<file path="config.mk">
export PLATFORM = sky130hd
export DESIGN_NAME = i2c_word_tx
export DESIGN_NICKNAME = d
export VERILOG_FILES = /design/src/rtl/i2c_tx_pkg.sv /design/src/rtl/i2c_word_tx_quarter_tick.sv /design/src/rtl/i2c_word_tx.sv
export SDC_FILE = /design/constraint.sdc
export NUM_CORES = 1
export LEC_CHECK = 0
export ABC_CLOCK_PERIOD_IN_PS = 4300
export CELL_PAD_IN_SITES_DETAIL_PLACEMENT = 1
export CELL_PAD_IN_SITES_GLOBAL_PLACEMENT = 2
export CORE_UTILIZATION = 37
export DETAILED_ROUTE_END_ITERATION = 8
export HOLD_SLACK_MARGIN = 0.02
export PLACE_DENSITY_LB_ADDON = 0.05
export SLEW_MARGIN = 20
export SYNTH_ARGS = -nofsm -noshare
export SYNTH_HDL_FRONTEND = slang
export SYNTH_HIERARCHICAL = 1
export SYNTH_SLANG_ARGS = --single-unit
</file>
<file path="constraint.sdc">
create_clock -name CLOCK_50 -period 4.3 [get_ports CLOCK_50]
set_input_delay 1.29 -clock CLOCK_50 [delete_from_list [all_inputs] [get_ports CLOCK_50]]
set_output_delay 1.29 -clock CLOCK_50 [all_outputs]
set_load 0.03 [all_outputs]
</file>
<file path="src/rtl/i2c_tx_pkg.sv">
// Shared types and slot constants for the I2C word transmitter.
package i2c_tx_pkg;

   typedef enum logic [2:0] {
      ST_IDLE,
      ST_START,
      ST_BIT,
      ST_STOP,
      ST_DONE
   } i2c_state_t;

   typedef enum logic [1:0] {
      Q0,
      Q1,
      Q2,
      Q3
   } i2c_q_t;

   localparam int         SLOTS_PER_WORD = 27;
   localparam logic [4:0] LAST_SLOT      = 5'(SLOTS_PER_WORD - 1);
   localparam logic [4:0] ACK_SLOT_0     = 5'd8;
   localparam logic [4:0] ACK_SLOT_1     = 5'd17;
   localparam logic [4:0] ACK_SLOT_2     = 5'd26;

   function automatic logic is_ack_slot(input logic [4:0] slot);
      return (slot == ACK_SLOT_0) || (slot == ACK_SLOT_1) || (slot == ACK_SLOT_2);
   endfunction

endpackage

</file>
<file path="src/rtl/i2c_word_tx_quarter_tick.sv">
// SCL quarter-period timer: down-counter with terminal-count tick and 2-bit quarter index.
module i2c_quarter_tick #(
   parameter int QUARTER = 500
) (
   input  logic       CLOCK_50,
   input  logic       rst_n,
   input  logic       clr,
   output logic       tick,
   output logic [1:0] q_idx
);

   localparam int            CW     = (QUARTER > 1) ? $clog2(QUARTER) : 1;
   localparam logic [CW-1:0] RELOAD = CW'(QUARTER - 1);

   logic [CW-1:0] cnt_q, cnt_d;
   logic [1:0]    q_q, q_d;

   // Tick is suppressed while cleared so the FSM never sees a stale quarter advance.
   always_comb begin
      tick  = ~clr & (cnt_q == '0);
      cnt_d = cnt_q - CW'(1);
      q_d   = q_q;
      if (clr) begin
         cnt_d = RELOAD;
         q_d   = 2'd0;
      end else if (tick) begin
         cnt_d = RELOAD;
         q_d   = q_q + 2'd1;
      end
   end

   always_ff @(posedge CLOCK_50 or negedge rst_n) begin
      if (!rst_n) begin
         cnt_q <= RELOAD;
         q_q   <= 2'd0;
      end else begin
         cnt_q <= cnt_d;
         q_q   <= q_d;
      end
   end

   assign q_idx = q_q;

endmodule

</file>
<file path="src/rtl/i2c_word_tx.sv">
// Open-drain write-only I2C master sending one 24-bit codec configuration word per request.
//
//  state    | meaning
//  ---------+-----------------------------------------------------------
//  ST_IDLE  | bus released, waiting for TRANSACTION_REQ, latches DATA
//  ST_START | one SCL period carrying the start condition
//  ST_BIT   | 27 slots: 3 x (8 data bits + ACK), early exit on NACK
//  ST_STOP  | one SCL period carrying the stop condition
//  ST_DONE  | single cycle: NEXT_WORD pulse or NACK bookkeeping
module i2c_word_tx
   import i2c_tx_pkg::*;
#(
   parameter int QUARTER = 500
) (
   input  logic        CLOCK_50,
   input  logic        rst_n,
   input  logic [23:0] DATA,
   input  logic        TRANSACTION_REQ,
   input  logic        I2C_SDAT_IN,
   output logic        NEXT_WORD,
   output logic        I2C_SCLK,
   output logic        I2C_SDAT_OE,
   output logic        BUSY,
   output logic        ACK_ERR,
   output logic [7:0]  ERR_CNT
);

   i2c_state_t  state_q, state_d;
   logic [4:0]  slot_q, slot_d;
   logic [23:0] shift_q, shift_d;
   logic        nack_q, nack_d;
   logic        sclk_q, sclk_d;
   logic        sda_oe_q, sda_oe_d;
   logic        next_word_q, next_word_d;
   logic        ack_err_q, ack_err_d;
   logic [7:0]  err_cnt_q, err_cnt_d;

   logic        clr;
   logic        tick;
   logic [1:0]  q_idx;
   i2c_q_t      q_cur, q_nxt;
   logic        last_q;

   assign clr = (state_q == ST_IDLE) || (state_q == ST_DONE);

   i2c_quarter_tick #(.QUARTER(QUARTER)) u_quarter_tick (
      .CLOCK_50 (CLOCK_50),
      .rst_n    (rst_n),
      .clr      (clr),
      .tick     (tick),
      .q_idx    (q_idx)
   );

   always_comb begin
      q_cur       = i2c_q_t'(q_idx);
      q_nxt       = tick ? i2c_q_t'(q_idx + 2'd1) : q_cur;
      last_q      = tick && (q_cur == Q3);
      state_d     = state_q;
      slot_d      = slot_q;
      shift_d     = shift_q;
      nack_d      = nack_q;
      ack_err_d   = ack_err_q;
      err_cnt_d   = err_cnt_q;

      case (state_q)
         ST_IDLE: begin
            if (TRANSACTION_REQ) begin
               shift_d = DATA;
               slot_d  = 5'd0;
               nack_d  = 1'b0;
               state_d = ST_START;
            end
         end
         ST_START: begin
            if (last_q) state_d = ST_BIT;
         end
         ST_BIT: begin
            // ACK is sampled on the final cycle of the SCL high phase.
            if (is_ack_slot(slot_q) && tick && (q_cur == Q2)) nack_d = I2C_SDAT_IN;
            if (last_q) begin
               if (!is_ack_slot(slot_q)) shift_d = {shift_q[22:0], 1'b0};
               if ((is_ack_slot(slot_q) && nack_q) || (slot_q == LAST_SLOT)) state_d = ST_STOP;
               else slot_d = slot_q + 5'd1;
            end
         end
         ST_STOP: begin
            if (last_q) begin
               state_d   = ST_DONE;
               ack_err_d = nack_q;
               if (nack_q && (err_cnt_q != 8'hFF)) err_cnt_d = err_cnt_q + 8'd1;
            end
         end
         ST_DONE: state_d = ST_IDLE;
         default: state_d = ST_IDLE;
      endcase

      // Pin levels are decoded from the upcoming state so they line up with the quarter grid.
      sclk_d   = 1'b1;
      sda_oe_d = 1'b0;
      case (state_d)
         ST_START: begin
            sclk_d   = (q_nxt != Q3);
            sda_oe_d = (q_nxt != Q0);
         end
         ST_BIT: begin
            sclk_d   = (q_nxt == Q1) || (q_nxt == Q2);
            sda_oe_d = !is_ack_slot(slot_d) && !shift_d[23];
         end
         ST_STOP: begin
            sclk_d   = (q_nxt != Q0);
            sda_oe_d = (q_nxt == Q0) || (q_nxt == Q1);
         end
         default: ;
      endcase
      next_word_d = (state_d == ST_DONE) && !nack_q;
   end

   always_ff @(posedge CLOCK_50 or negedge rst_n) begin
      if (!rst_n) begin
         state_q     <= ST_IDLE;
         slot_q      <= 5'd0;
         shift_q     <= 24'd0;
         nack_q      <= 1'b0;
         sclk_q      <= 1'b1;
         sda_oe_q    <= 1'b0;
         next_word_q <= 1'b0;
         ack_err_q   <= 1'b0;
         err_cnt_q   <= 8'd0;
      end else begin
         state_q     <= state_d;
         slot_q      <= slot_d;
         shift_q     <= shift_d;
         nack_q      <= nack_d;
         sclk_q      <= sclk_d;
         sda_oe_q    <= sda_oe_d;
         next_word_q <= next_word_d;
         ack_err_q   <= ack_err_d;
         err_cnt_q   <= err_cnt_d;
      end
   end

   assign I2C_SCLK    = sclk_q;
   assign I2C_SDAT_OE = sda_oe_q;
   assign NEXT_WORD   = next_word_q;
   assign ACK_ERR     = ack_err_q;
   assign ERR_CNT     = err_cnt_q;
   assign BUSY        = (state_q != ST_IDLE);

endmodule

</file>
# Word level (Yosys, flattened, before mapping)
# Index checks and enable logic that the tools add are counted.
dict set report op_classes {
  shift 0
  muxes 23
  reduce_logical 28
  magnitude_cmp 0
  add_sub_neg 4
  eq_ne 24
  multipliers 0
  n_bitwise 2
  div 0
}
# cell count
set op_table {}
lappend op_table {{two-way mux 24 bit} 3}
lappend op_table {{case mux 24 bit (2 select lines)} 1}
lappend op_table {{equality test 5 bit, second input constant} 4}
lappend op_table {{two-way mux 9 bit} 2}
lappend op_table {{two-way mux 3 bit} 5}
lappend op_table {{two-way mux 5 bit} 3}
lappend op_table {{equality test 3 x 2 -> 1 bit, second input constant} 4}
lappend op_table {{case mux 3 bit (4 select lines)} 1}
lappend op_table {{equality test 5 x 4 -> 1 bit, second input constant} 2}
lappend op_table {{!= test 2 bit, second input constant} 5}
lappend op_table {{case mux 5 bit (2 select lines)} 1}
lappend op_table {{zero test 9 bit} 1}
lappend op_table {{subtractor 9 x 1 -> 9 bit, second input constant} 1}
lappend op_table {{adder 8 x 1 -> 8 bit, second input constant} 1}
lappend op_table {{logical OR 1 bit} 8}
lappend op_table {{!= test 8 bit, second input constant} 1}
lappend op_table {{logical AND 1 bit} 7}
lappend op_table {{equality test 2 bit, second input constant} 3}
lappend op_table {{equality test 3 x 1 -> 1 bit, second input constant} 2}
lappend op_table {{equality test 3 bit, second input constant} 2}
lappend op_table {{case mux 1 bit (3 select lines)} 2}
lappend op_table {{AND reduction 3 bit} 2}
lappend op_table {{adder 5 x 1 -> 5 bit, second input constant} 1}
lappend op_table {{two-way mux 2 bit} 2}
lappend op_table {{other kinds (13)} 17}
dict set report totals {
  n_memories 0
  out_inout_bits 13
  reg_bits 56
  latchBits 0
  wordCells 93
  mem_bits_rw 0
  input_bits 28
  romBits 0
}

# Logic depth before layout (Yosys ltp)
dict set report logic_depth {
  depth_word 14
  mapped_depth 13
  depth_no_buf 12
}

# Modules after synthesis
# Netlist, hierarchy kept.
# mod area_per_inst_um2 n_inst seq_area_each_um2 cells_per_inst
set by_module_without_submodules {}
lappend by_module_without_submodules {i2c_word_tx 2472.4 1 1127.3 254}
lappend by_module_without_submodules {i2c_quarter_tick 538.0 1 284.0 50}

# Worst setup path after synthesis
# OpenSTA, ideal clock, no wires.
dict set report synth_path {
  kind {register -> register}
  startpoint {register u_quarter_tick.cnt_q[0]}
  endpoint {register sda_oe_q (netlist: I2C_SDAT_OE)}
  period_less_slack_ns 2.852
  stages_incl_launch_ff 13
  setup_ns 0.119
  required_ns 4.181
  arrival_time_ns 2.733
  slack_ns 1.448
  path_buffers 1
  path_cell_list {dfstp_2 inv_1 ha_1 nor4b_1 and3_1 buf_4 xor2_1 inv_1 ha_1 nor2_1 o22ai_1 or4b_1 o21ba_1}
}
dict set report synth_between {
  elab_chain_len 11
  elab_cells_between_ends 28
  classes_between {eq/ne: 7; mux: 10; bitwise: 1; reduce/logical: 10}
}
# element line_no
set synth_rtl {}
lappend synth_rtl {{start, declared} i2c_word_tx_quarter_tick.sv:15} ;# logic [CW-1:0] cnt_q, cnt_d;
lappend synth_rtl {{start signal, assigned} i2c_word_tx_quarter_tick.sv:37} ;# cnt_q <= cnt_d;
lappend synth_rtl {{zero test 9 bit (*)} i2c_word_tx_quarter_tick.sv:20} ;# tick = ~clr & (cnt_q == '0);
lappend synth_rtl {{AND 1 bit (*)} i2c_word_tx_quarter_tick.sv:20}
lappend synth_rtl {{net tick} i2c_word_tx.sv:39} ;# logic tick;
lappend synth_rtl {{logical AND 1 bit} i2c_word_tx.sv:57} ;# last_q = tick && (q_cur == Q3);
lappend synth_rtl {{two-way mux 5 bit} i2c_word_tx.sv:80} ;# if (last_q) begin
lappend synth_rtl {{case mux 5 bit (2 select lines)} i2c_word_tx.sv:65} ;# case (state_q)
lappend synth_rtl {{equality test 5 x 4 -> 1 bit or equality test 5 bit (tied branches)} i2c_tx_pkg.sv:26} ;# return (slot == ACK_SLOT_0) || (slot == ACK_SLOT_1) || (slot == ACK_SLOT_2);
lappend synth_rtl {{logical OR 1 bit (2 in series)} i2c_tx_pkg.sv:26}
lappend synth_rtl {{zero test 1 bit} i2c_word_tx.sv:107} ;# sda_oe_d = !is_ack_slot(slot_d) && !shift_d[23];
lappend synth_rtl {{logical AND 1 bit} i2c_word_tx.sv:107}
lappend synth_rtl {{case mux 1 bit (3 select lines) (*)} i2c_word_tx.sv:100} ;# case (state_d)
lappend synth_rtl {{net sda_oe_d} i2c_word_tx.sv:33} ;# logic sda_oe_q, sda_oe_d;
lappend synth_rtl {{end signal, assigned} i2c_word_tx.sv:135} ;# sda_oe_q <= sda_oe_d;
lappend synth_rtl {{end, declared} i2c_word_tx.sv:33}
# The timed path passes the listed nets; every way through them passes the cells marked *. The select of a mux whose other input is x is not followed.
# A chain may end at the register's enable or synchronous reset.

# Worst setup path after layout
dict set report layout_path {
  startpoint {register state_q[1]}
  endpoint {register sda_oe_q (netlist: I2C_SDAT_OE)}
}
dict set report layout_between {
  elab_chain_len 13
  elab_cells_between_ends 36
  classes_between {eq/ne: 11; mux: 12; bitwise: 2; reduce/logical: 11}
}
# element line_no
set layout_rtl {}
lappend layout_rtl {{start, declared} i2c_word_tx.sv:28} ;# i2c_state_t state_q, state_d;
lappend layout_rtl {{start signal, assigned} i2c_word_tx.sv:130} ;# state_q <= state_d;
lappend layout_rtl {{equality test 3 bit or zero test 3 bit (tied branches)} i2c_word_tx.sv:44} ;# assign clr = (state_q == ST_IDLE) || (state_q == ST_DONE);
lappend layout_rtl {{logical OR 1 bit (*)} i2c_word_tx.sv:44}
lappend layout_rtl {{net clr} i2c_word_tx.sv:38} ;# logic clr;
lappend layout_rtl {{inverter 1 bit (*)} i2c_word_tx_quarter_tick.sv:20}
lappend layout_rtl {{AND 1 bit (*)} i2c_word_tx_quarter_tick.sv:20}
lappend layout_rtl {{net tick} i2c_word_tx.sv:39}
lappend layout_rtl {{logical AND 1 bit} i2c_word_tx.sv:57}
lappend layout_rtl {{two-way mux 5 bit} i2c_word_tx.sv:80}
lappend layout_rtl {{case mux 5 bit (2 select lines)} i2c_word_tx.sv:65}
lappend layout_rtl {{equality test 5 x 4 -> 1 bit or equality test 5 bit (tied branches)} i2c_tx_pkg.sv:26}
lappend layout_rtl {{logical OR 1 bit (2 in series)} i2c_tx_pkg.sv:26}
lappend layout_rtl {{zero test 1 bit} i2c_word_tx.sv:107}
lappend layout_rtl {{logical AND 1 bit} i2c_word_tx.sv:107}
lappend layout_rtl {{case mux 1 bit (3 select lines) (*)} i2c_word_tx.sv:100}
lappend layout_rtl {{net sda_oe_d} i2c_word_tx.sv:33}
# Marked as above.

==> summary.md <==
| Metric | Value |
|---|---|
| Critical path type | `flop to flop` |
| DRT Wirelength | `7360 um` |
| PD cells | `240 nW/um^2` |
| 1st-iter DRT viols | `110` |
| Peak supply drop | `0.160 mV` |
| Yosys top cell by area | `dfrtp_1` |
| Crit start category | `flop` |
| First-pass GRT wire length | `12700 um` |
| Detail Placement HPWL | `5230 um` |
| Register area share after synthesis | `46.9%` |
| Critical R2R Launch | `state_q[1]$_DFF_PN0_` |
| P_leak | `1.72 nW` |
| Tmin final | `3250 ps` |
| Crit path capture | `I2C_SDAT_OE$_DFF_PN0_` |
| Layout cells sized above 1 | `10.2%` |
| Post-layout nets | `380` |
| Synthesized area per cell | `9.90 um^2` |
| Worst slew pin tran | `562 ps` |
| Dpl cells | `436` |
| Critical Path End Type | `flop` |
| Design Area, Final | `3570 um^2` |
| Arrival time at the worst endpoint | `3460 ps` |
| Die X | `92.2 um` |
| Num rows | `32` |
| Status | `completed` |
| Residual DRC count | `0` |
| Top Ports | `41` |
| Antenna Diode Count | `0` |
| Total grt overflow | `0` |
| EDFF count, synth | `0` |
| Pre-CTS WS | `1040 ps` |
| Placed Area | `3490 um^2` |
| H-tree depth | `2` |
| Root Driver | `clkbuf_8` |
| Reg2reg end | `I2C_SDAT_OE$_DFF_PN0_` |
| Routed vias/inst | `5.40` |
| Max-cap violation count | `0` |
| All-Layer GR Usage | `18.9%` |
| Cell area after synthesis | `3010 um^2` |
| IO Port Bufs | `40` |
| Vias in the first global route | `2506` |
| #FFs+latches synth | `56` |
| Vias post-DR | `2399` |
| Power consumption | `858 uW` |
| Fin cells | `444` |
| Routed len/inst | `16.6 um` |
| Fin. max-slew vios | `0` |
| Main area contributors after synthesis | `dfrtp_1, nand2_1, dfstp_2` |
| Hold buffers post-CTS | `0` |
| Clock Path Buffers | `2` |
| Die height | `92.2 um` |
| Yosys Warn Count | `6` |
| Worst skew pair latency | `310 ps` |
| Setup TNS | `0 ps` |
| Core ar. | `7810 um^2` |
| Post_cts resized | `0` |
| Crit-path max FO | `14` |
| Worst setup path startpoint | `state_q[1]$_DFF_PN0_` |
| Final ANT Viol Nets | `0` |
| Synth cell types | `62` |
| Tcrit/Tclk final | `75.6%` |
| Post-CTS Setup Bufs | `0` |
| Clock Sinks | `56` |
| Async set-or-reset flop fraction in the synthesized netlist | `100%` |
| Die ar. | `8500 um^2` |
| Worst Reg-to-Reg Cells | `10` |
| CTS tree | `built` |
| Largest net degree at the start of global routing | `43` |
| # setup viols final | `0` |
| Syn Inst Count | `304` |
| Area Growth Syn to Fin | `18.7%` |
| CTS clock-pin slew for the worst setup and hold paths | `100 ps` |
| Ys flop type | `dfrtp_1` |
| Core Util, Final | `45.8%` |
| Hold_ws | `471 ps` |
| Fin worst setup slack | `1050 ps` |
| Final Hold Fails | `0` |
| Top-area cell type share of the netlist area | `39.9%` |
| Highest Clock Rate | `0.308 GHz` |
| Initial antenna violation count | `0` |
| Final GP Congestion | `0.759` |
| Pre-Repair DR Iteration Count | `4` |
| Starting Density | `38.6%` |
| Rel. slew slack | `62.5%` |
| FF-to-FF setup slack | `1050 ps` |
| CTS buffer count | `5` |
| Unrepaired setup endpoints after global routing | `no` |
| WP data required | `4510 ps` |
| Fin Clk Skew | `6.47 ps` |
| HP Class | `flop to flop` |
| Post-Syn Nets | `343` |
## cell usage in the layout, fill, tap and decap left out, types with 3 or more instances in the layout
| master | count |
|---|---|
| nand3b_1 | 3 |
| clkdlybuf4s50_1 | 39 |
| clkbuf_8 | 5 |
| nor4_1 | 3 |
| xnor2_1 | 7 |
| nand3_1 | 10 |
| o21ai_0 | 5 |
| dfrtp_1 | 48 |
| nor2_1 | 12 |
| and3_1 | 5 |
| nand2_1 | 60 |
| a21oi_1 | 8 |
| o31ai_1 | 3 |
| or3_1 | 3 |
| nor3_1 | 4 |
| nor2b_1 | 5 |
| dfstp_2 | 8 |
| a22oi_1 | 22 |
| inv_1 | 9 |
| xor2_1 | 7 |
| ha_1 | 11 |
| a31oi_1 | 3 |
| buf_4 | 6 |
## how the worst min path moves through the flow
stage	start	endpoint	slack, ps	cells past startpoint
final	u_quarter_tick/cnt_q[0]$_DFF_PN1_	u_quarter_tick/cnt_q[0]$_DFF_PN1_	470	1
after global routing	u_quarter_tick/cnt_q[0]$_DFF_PN1_	u_quarter_tick/cnt_q[0]$_DFF_PN1_	500	1
after CTS	u_quarter_tick/cnt_q[0]$_DFF_PN1_	u_quarter_tick/cnt_q[0]$_DFF_PN1_	470	1
after detailed placement	u_quarter_tick/cnt_q[0]$_DFF_PN1_	u_quarter_tick/cnt_q[0]$_DFF_PN1_	450	1
after global placement	u_quarter_tick/cnt_q[0]$_DFF_PN1_	u_quarter_tick/cnt_q[0]$_DFF_PN1_	440	1
after floorplan	u_quarter_tick/cnt_q[0]$_DFF_PN1_	u_quarter_tick/cnt_q[0]$_DFF_PN1_	430	1
## per-layer routing
layer / global-route usage [%] / wire length (um)
met1: 25.2 / 3540
met2: 31.9 / 3570
met3: 3.15 / 185
met4: 4.30 / 67
met5: 0 / 0
## synthesized netlist by cell type (3+ instances only)
cell / instances
o31ai_1: 3
nor4_1: 3
xor2_1: 7
dfstp_2: 8
buf_2: 5
buf_6: 3
nand3b_1: 3
nor2_1: 12
nand2_1: 60
xnor2_1: 7
or3_1: 3
inv_1: 9
clkbuf_1: 6
and3_1: 5
a21oi_1: 8
ha_1: 11
o21ai_0: 5
nor3_1: 5
dfrtp_1: 48
a31oi_1: 3
nor2b_1: 5
a22oi_1: 22
nand3_1: 10
## where the power goes
| part | switching [mW] | total [mW] | internal (mW) |
|---|---|---|---|
| combinational | 0.0157 | 0.0379 | 0.0222 |
| sequential | 0 | 0.527 | 0.527 |
| clock | 0.176 | 0.293 | 0.117 |
| total | 0.192 | 0.858 | 0.666 |
## kinds of logic after synthesis
logic type | share of synthesized area [%]
AOI/OAI and AO/OA | 16.6
xor gates and xnor gates | 4.07
adders and majority gates | 4.57
buffers and inverters | 4.20
DFF | 46.9
muxes | 1.41
and+or+nand+nor | 22.2
## critical path, cell delays in order (launching register included)
cell     delay [ps]
dfrtp_1         580
nor2_1          440
inv_1           210
and3_1          340
xor2_1          350
inv_1            80
ha_1            230
nor2_1          100
o22ai_1         120
or4b_1          520
o21ba_1         180
## flip-flops by register name, summed over array words and instances, names as in the netlist
name / flops
shift_q: 24
u_quarter_tick/cnt_q: 9
ERR_CNT: 8
slot_q: 5
state_q: 3
u_quarter_tick/q_idx: 2
ACK_ERR: 1
I2C_SCLK: 1
I2C_SDAT_OE: 1
NEXT_WORD: 1
nack_q: 1
## final cells by class
class	instances	area, um^2
inverters	10	37.5
multi-input cells	223	1480
fillers	896	4230
flip-flops and latches	56	1410
well taps	102	128
clock inverters	1	8.76
clock buffers	7	76.3
repair buffers	45	435
(Power assumes the default switching activity.)
